File: src/rtl/freq_meter_pkg.sv
// Shared types and constants for the frequency meter: FSM state encoding,
// default clock/width constants and the timer width helper.
package freq_meter_pkg;

    typedef enum logic [1:0] {
        IDLE  = 2'd0,
        GATE  = 2'd1,
        LATCH = 2'd2
    } state_t;

    localparam int unsigned CLK_HZ_DEF = 100000000;
    localparam int          CNT_W_DEF  = 28;

    // Bits needed to hold 0..n-1; never below 1 so a 1-cycle gate still elaborates.
    function automatic int timer_w(input int unsigned n);
        int w;
        w = $clog2(n);
        return (w < 1) ? 1 : w;
    endfunction

endpackage

File: src/rtl/sync_edge_det.sv
// Two-flop synchronizer for an asynchronous input plus a history flop;
// emits a one-cycle pulse on each synchronized rising edge.
module sync_edge_det (
    input  logic clk_in,
    input  logic rst,
    input  logic async_in,
    output logic rise_out
);

    logic r_s1;
    logic r_s2;
    logic r_s3;

    always_ff @(posedge clk_in) begin
        if (rst) begin
            r_s1 <= 1'b0;
            r_s2 <= 1'b0;
            r_s3 <= 1'b0;
        end else begin
            r_s1 <= async_in;
            r_s2 <= r_s1;
            r_s3 <= r_s2;
        end
    end

    assign rise_out = r_s2 & ~r_s3;

endmodule

File: src/rtl/freq_meter.sv
// Gated edge counter: counts synchronized rising edges of sig_in over a fixed
// window of GATE_CYCLES clocks and publishes the count with a valid strobe.
module freq_meter
    import freq_meter_pkg::*;
#(
    parameter int unsigned CLK_HZ      = CLK_HZ_DEF,
    parameter int unsigned GATE_CYCLES = CLK_HZ,
    parameter int          CNT_W       = CNT_W_DEF
) (
    input  logic             clk_in,
    input  logic             rst,
    input  logic             en,
    input  logic             sig_in,
    output logic [CNT_W-1:0] freq,
    output logic             valid,
    output logic             ovf,
    output logic             busy
);

    localparam int               TW      = timer_w(GATE_CYCLES);
    localparam logic [TW-1:0]    T_LAST  = TW'(GATE_CYCLES - 1);
    localparam logic [CNT_W-1:0] CNT_MAX = '1;

    state_t           r_state;
    logic [TW-1:0]    r_timer;
    logic [CNT_W-1:0] r_edge_cnt;
    logic             r_sat;
    logic [CNT_W-1:0] r_freq;
    logic             r_valid;
    logic             r_ovf;
    logic             r_busy;

    logic             w_rise;
    logic [CNT_W-1:0] w_cnt_next;
    logic             w_sat_next;

    sync_edge_det u_sync (
        .clk_in   (clk_in),
        .rst      (rst),
        .async_in (sig_in),
        .rise_out (w_rise)
    );

    // Count including this cycle's edge, so the final gate cycle's rise is published.
    always_comb begin
        w_cnt_next = r_edge_cnt;
        w_sat_next = r_sat;
        if (w_rise) begin
            if (r_edge_cnt == CNT_MAX) w_sat_next = 1'b1;
            else                       w_cnt_next = r_edge_cnt + 1'b1;
        end
    end

    always_ff @(posedge clk_in) begin
        if (rst) begin
            r_state    <= IDLE;
            r_timer    <= '0;
            r_edge_cnt <= '0;
            r_sat      <= 1'b0;
            r_freq     <= '0;
            r_valid    <= 1'b0;
            r_ovf      <= 1'b0;
            r_busy     <= 1'b0;
        end else begin
            r_valid <= 1'b0;
            case (r_state)
                IDLE: begin
                    r_busy <= 1'b0;
                    if (en) begin
                        r_state    <= GATE;
                        r_timer    <= '0;
                        r_edge_cnt <= '0;
                        r_sat      <= 1'b0;
                        r_busy     <= 1'b1;
                    end
                end
                GATE: begin
                    if (!en) begin
                        r_state <= IDLE;
                        r_busy  <= 1'b0;
                    end else if (r_timer == T_LAST) begin
                        // Outputs are registered, so they land during the LATCH cycle.
                        r_state <= LATCH;
                        r_busy  <= 1'b0;
                        r_freq  <= w_cnt_next;
                        r_ovf   <= w_sat_next;
                        r_valid <= 1'b1;
                    end else begin
                        r_timer    <= r_timer + 1'b1;
                        r_edge_cnt <= w_cnt_next;
                        r_sat      <= w_sat_next;
                    end
                end
                LATCH: begin
                    r_timer    <= '0;
                    r_edge_cnt <= '0;
                    r_sat      <= 1'b0;
                    if (en) begin
                        r_state <= GATE;
                        r_busy  <= 1'b1;
                    end else begin
                        r_state <= IDLE;
                        r_busy  <= 1'b0;
                    end
                end
                default: begin
                    r_state <= IDLE;
                    r_busy  <= 1'b0;
                end
            endcase
        end
    end

    assign freq  = r_freq;
    assign valid = r_valid;
    assign ovf   = r_ovf;
    assign busy  = r_busy;

endmodule

File: config.mk
export PLATFORM = sky130hd
export DESIGN_NAME = freq_meter
export DESIGN_NICKNAME = d
export VERILOG_FILES = /design/src/rtl/freq_meter_pkg.sv /design/src/rtl/sync_edge_det.sv /design/src/rtl/freq_meter.sv
export SDC_FILE = /design/constraint.sdc
export NUM_CORES = 1
export LEC_CHECK = 0
export ABC_AREA = 1
export CAP_MARGIN = 5
export CORE_ASPECT_RATIO = 1.75
export CORE_MARGIN = 2
export CORE_UTILIZATION = 35
export DETAILED_ROUTE_END_ITERATION = 8
export SLEW_MARGIN = 20
export SYNTH_ARGS = -nofsm -noshare
export SYNTH_HDL_FRONTEND = slang
export SYNTH_HIERARCHICAL = 1
export SYNTH_SLANG_ARGS = --single-unit
File: constraint.sdc
create_clock -name clk_in -period 2.8 [get_ports clk_in]
set_clock_uncertainty 0.1 [all_clocks]
set_input_delay 0.28 -clock clk_in [delete_from_list [all_inputs] [get_ports clk_in]]
set_output_delay 0.28 -clock clk_in [all_outputs]
set_load 0.02 [all_outputs]
==> metrics.md <==
| Metric | Value |
|---|---|
| Worst setup margin | around 0.57 ns |
| Syn Area/Cell | approximately 6.4 µm² |
| Period utilisation layout | a little under 80% |
| Top Metal Used | met4 |
| Most common flop cell mapped by yosys | dfxtp_1 |
| Ant diodes | 0 |
| Final ANT Viol Nets | 0 |
| Leakage power total | around 2.3 nW |
| F_max | roughly 450 MHz |
| Post-CTS Resized | 0 |
| Global route total overflow | 0 |
| Seq/Total Area, Yosys | between 30% and 40% |
| Final setup viols | 0 |
| 1st-iter DRT viols | approximately 170 |
| Post-synth ARST share | 0% |
| Yosys top cell by area | dfxtp_1 |
| Non-Filler Instances | 1084 |
| Hold Path Class | in -> reg |
| Initial DRT Pass Iterations | 6 |
| Synth top area share | between 30% and 40% |
| M1 wire length | 5590 µm |
| Worst Setup End Kind | flip-flop |
| Area grow syn2layout | 13.5% |
| Worst slack at placement | 0.578 ns |
| Hold buffer count at CTS | 0 |
| CTS tree | yes |
| Cell area after synthesis | around 0.0055 mm² |
| Reg2reg path depth | 11 |
| Net count after synthesis | 874 |
| Layout net count | 899 |
| Total Routing Usage GR | a little under a fifth |
| Clk sinks | just over 90 |
| Area of the multi-input gates | ~0.0032 mm² |
| RSZ-0062 raised after global routing | no |
| VDD IR max | 0.230 mV |
| Post-CTS setup buffers | 0 |
| Slew margin rel. | 64.1% |
| Number of synthesized flops with an enable pin | 0 |
| CTS H-tree depth | 3 |
| GPL Wtd Cong | roughly 0.96 |
| Top Ports | 35 |
| Wire length of the first global-routing pass | between 20000 and 25000 µm |
| PwrDens | a little over 400 mW/mm² |
| CTS Buf Count | 9 |
| Failing checks | DRC |
| Register bit total from synthesis | just over 90 |
| Share of cells above drive strength 1 | a little under a tenth |
| Setup TNS | 0 ns |
| Synth Instances | roughly 870 |
| Die footprint | approximately 0.017 mm² |
| Slew Limit Fails | 0 |
| Initial antenna violation count | 0 |
| Ys Warns | 6 |
| Setup CP Type | reg -> reg |
| Critical path fanouts, max | 16 |
| DR vias/cell | ~4.9 |
| CP peak stage delay | between 0.4 and 0.5 ns |
| Initial core utilization | about 36% |
| Slowest cell on the critical path | dfxtp_1 |
| Most common cell on crit path | nor2_4 |
| Metal3 WL | about 370 µm |
| Hold Path Stages | 2 |
| Max-cap viol count | 0 |
| Core area | ~0.015 mm² |
| Fin. Hold Viols | 0 |
| Drt total wl | 14800 µm |
| Synth area leaders | dfxtp_1 33%, nand2_1 19%, nor2_1 8.2% |
| # port buffers | 34 |
| Clk root buf | clkbuf_16 |
| Commonest cells in the netlist | 284 x nand2_1, 121 x nor2_1, 92 x dfxtp_1 |
| DP Cell Count | around 1100 |
| Top-count cell post-synth | nand2_1 |
| WP data arrival | about 2.4 ns |
| Worst-path cell chain | ha_1 -> nand2_2 -> nor2_4 -> nand2_4 -> nor2_4 -> nand2_2 -> nor2_4 -> buf_4 -> nand3_1 -> o211ai_1 -> inv_1 |
| # rows | 60 |
| Status | finished, violations left |
| Via total after detailed routing | 5352 |
| Met2 WL post-DR | 8200 µm |
| FILL cells | between 1500 and 2000 |
| Final design utilization | about 40% |
| Clk_lat worst skew | about 0.35 ns |
| Required @ worst endpoint | roughly 2.9 ns |
| Synth cell types | 37 |
| Min cycle time layout | 2.23 ns |
| Sequential standard cell area | 0.00184 mm² |
| # DRC | 2 |
| CTS Buffer Depth | 2 |
| Worst-margin pin slew | about 0.54 ns |
| Clock slew at reported path FFs | 0.07 ns |
| Die width | approximately 100 µm |
| Vias in the first global route | approximately 5200 |
| Die Ht | approximately 170 µm |
| Routed len/inst | approximately 14 µm |
| Hpwl dp | between 10000 and 15000 µm |
| Critical Path Start Type | flip-flop |
| Largest net degree at the start of global routing | 31 |
## metrics by stage
stage                     total power, mW  hold slack (ns)  cell area (µm²)
after CTS                            2.63            0.262             6270
after global placement               1.46            0.305             5990
final                                2.59            0.259             6270
after floorplan                      1.42            0.251             5520
after global routing                 2.69            0.265             6270
after detailed placement             1.46            0.308             5990
## report_power, final
group / total, mW / internal (mW) / switching, mW
clock network: 1.16 / 0.611 / 0.549
registers: 1.32 / 1.31 / 0.00421
logic: 0.110 / 0.0246 / 0.0856
total: 2.59 / 1.95 / 0.639
## placed cells by master, fill, tap and decap left out, types with 9 or more instances in the layout
cell type,synthesis,routed
nand2_1,284,284
nor2_1,121,120
buf_4,2,13
dfxtp_1,92,92
clkdlybuf4s50_1,0,33
o21ai_0,30,30
nand4_1,18,18
clkbuf_16,0,9
o21a_1,16,16
a21oi_1,42,41
nand3_1,56,56
a21oi_2,20,21
inv_1,80,80
## flip-flops by register name, indices dropped and copies added, names as in the netlist, 2 cells and up
signal      flops
freq           28
r_edge_cnt     28
r_state         2
r_timer        27
## logic make-up (layout without fill, tap and decap cells)
logic type | count (synthesis) | count (layout) | synth area share (%)
fa+ha+maj | 2 | 2 | 0.453
xor+xnor | 16 | 16 | 2.54
simple gates | 510 | 510 | 39.5
buf+inv | 120 | 150 | 9.59
compound gates | 128 | 128 | 14.5
flops | 92 | 92 | 33.4
## final timing paths
path                            slack, ns               startpoint                           to
worst max-delay path                 0.57  r_timer[0]$_SDFFE_PP0P_         freq[5]$_SDFFE_PP0P_
worst min-delay path                 0.26                      rst  r_edge_cnt[26]$_SDFFE_PP0P_
worst max register to register       0.57  r_timer[0]$_SDFFE_PP0P_         freq[5]$_SDFFE_PP0P_
worst min register to register       0.31   u_sync/r_s1$_SDFF_PP0_       u_sync/r_s2$_SDFF_PP0_
## critical path, delay by kind of cell, from the launching register on
kind                     cells  cell delay [ns]
flip-flops                   1             0.42
adder cells (fa/ha/maj)      1             0.32
AND/OR/NAND/NOR              7             0.87
buffers and inverters        2             0.29
AO/OA/AOI/OAI                1             0.09
## layout make-up
type / instances / share of cell area, %
multi-input cells: 656 / 50.4
flip-flops and latches: 92 / 29.4
repair buffers: 47 / 6.91
inverters: 87 / 5.21
well taps: 186 / 3.71
clock buffers: 10 / 3.65
clock inverters: 6 / 0.759
## routing by layer
metal	vias to the layer above	track usage, %
li1	2798	-
met1	2430	17.2
met2	83	36.3
met3	41	3.00
met4	0	9.35
met5	-	0
(Power assumes the default switching activity.)
==> edit, RTL diff (same flow settings) <==
Add an input register stage for `en` and `sig_in`, without a reset; this delays them by one clock.
--- a/src/rtl/freq_meter.sv
+++ b/src/rtl/freq_meter.sv
@@ -21,6 +21,14 @@
     localparam logic [TW-1:0]    T_LAST  = TW'(GATE_CYCLES - 1);
     localparam logic [CNT_W-1:0] CNT_MAX = '1;
 
+    logic en_q;
+    logic sig_q;
+
+    always_ff @(posedge clk_in) begin
+        en_q  <= en;
+        sig_q <= sig_in;
+    end
+
     state_t           r_state;
     logic [TW-1:0]    r_timer;
     logic [CNT_W-1:0] r_edge_cnt;
@@ -37,7 +45,7 @@
     sync_edge_det u_sync (
         .clk_in   (clk_in),
         .rst      (rst),
-        .async_in (sig_in),
+        .async_in (sig_q),
         .rise_out (w_rise)
     );
 
@@ -66,7 +74,7 @@
             case (r_state)
                 IDLE: begin
                     r_busy <= 1'b0;
-                    if (en) begin
+                    if (en_q) begin
                         r_state    <= GATE;
                         r_timer    <= '0;
                         r_edge_cnt <= '0;
@@ -75,7 +83,7 @@
                     end
                 end
                 GATE: begin
-                    if (!en) begin
+                    if (!en_q) begin
                         r_state <= IDLE;
                         r_busy  <= 1'b0;
                     end else if (r_timer == T_LAST) begin
@@ -95,7 +103,7 @@
                     r_timer    <= '0;
                     r_edge_cnt <= '0;
                     r_sat      <= 1'b0;
-                    if (en) begin
+                    if (en_q) begin
                         r_state <= GATE;
                         r_busy  <= 1'b1;
                     end else begin
Check against the original RTL: not equivalent (a bounded check fails within 4 cycles, from zero or initial values and one cycle with rst high).
==> edit against the original RTL <==
Area after synthesis is 0.11% lower; critical path type unchanged; final area is 0.34% higher; wire length is 4.2% higher; synthesized cell count is 2.3% higher; non-clock buffer count is 2 lower; final cell count is 1.7% higher; power is 5.4% higher; sequential cell count is 2 higher; setup slack worse by 0.17 ns.
==> edit: results (changes against the original RTL) <==
[place]
gp_congestion=0.927  ; -3.0%
place_area_um2=5980  ; -0.17%
post-dp-hpwl_um=11400  ; +1.6%
post-place-cells=1086  ; +1.7%

[clocking]
clk_pin_slew_ns=0.07  ; about the same
post_cts_buffers=0  ; unchanged

[worst_setup_path]
r2r.worst_path.cells=10  ; -1
critical_path.max_fanout=33  ; +17
worst_path_largest_cell_delay_ns=0.40  ; -0.02 ns
regToRegSetupSlack_ns=0.40  ; -0.17 ns
worst_r2r_endpoint=freq[3]

[layout]
buf_share=0.0684  ; -0.000632
nNetsFinal=917  ; +2.0%
multi_input_area_share=0.486  ; -0.0176
nFlopsAndLatches=94  ; +2.2%
clock_area_frac=0.0489  ; +0.00482
post-route-util=0.409  ; +0.00138
clkbuf_count=11  ; +1
post_route_cells_drive_above_1_share=0.0579  ; -0.0346
nNonClkBuffers=45  ; -4.3%
num-multi-input-gates=660  ; +0.61%

[route]
wl_per_cell_um=14.0  ; +2.5%
dr.pass1.iters=4  ; -2
wl_met1_um=5510  ; -1.4%
dr_wl_met2_um=8770  ; +6.9%
met3_length_um=372  ; +0.27%
routed_wl_um=15400  ; +4.2%
drt_iter0_markers=212  ; +28%

[power]
p_switching_mw=0.635  ; -0.62%
leakagePower_nw=2.35  ; +1.3%
peakVddDrop_mv=0.260  ; +13%
p_clk_frac=0.470  ; +0.022
pwr-share-comb=0.036  ; -0.007

[timing]
max_slew_margin=0.443  ; -0.198

[hold_path]
holdPathStages=1  ; -1
hp-start=sig_in
hold_end=sig_q

[synth]
synthAdderAreaFrac=0.00454  ; +0.00000514
synth_compound_area_frac=0.111  ; -0.0345
yosysUniqueCellTypes=35  ; -5.4%
synth_area_leaders=dfxtp_1 (34%), nand2_1 (20%), nor2_1 (8.1%), inv_1 (6.7%), a21oi_1 (6.3%)
yosysSeqAreaShare=0.341  ; +0.00764
synth_common_cells=nand2_1 (291), nor2_1 (119), inv_1 (98)

[global_route]
grt_first_pass_wirelength_um=25100  ; +2.2%
grt_max_degree=73  ; +140%
grt_pass1_vias=5321  ; +3.0%
use_met3=0.0234  ; -0.00657

[outcome]
status=finished, final reports clean

## edit: changes by cell type after synthesis, moves of 6 or more
| cell | change |
|---|---|
| a21oi_1 | +27 |
| a21oi_2 | -18 |
| inv_1 | +18 |
| o21a_1 | -12 |
| o21ai_0 | -11 |
| nand2_1 | +7 |
| o21ai_1 | +7 |
| nor3_1 | +6 |
| o211ai_1 | +6 |
## edit: worst max path at each step
stage / start / end / slack, ns / cells past startpoint
3_5_place_dp: r_timer[0] / freq[3] / 0.41 / 10
4_1_cts: r_timer[0] / freq[1] / 0.39 / 11
6_report: r_timer[0] / freq[3] / 0.40 / 10
3_3_place_gp: r_timer[0] / r_timer[1] / 0.22 / 11
5_1_grt: r_timer[0] / freq[9] / 0.17 / 11
2_1_floorplan: r_timer[0] / freq[2] / 0.91 / 11
## edit: through the flow
step | worst slack [ns] | power (mW)
after floorplan | 0.908 | 1.45
after CTS | 0.392 | 2.77
after global placement | 0.217 | 1.48
final | 0.399 | 2.73
after global routing | 0.170 | 2.81
after detailed placement | 0.407 | 1.48
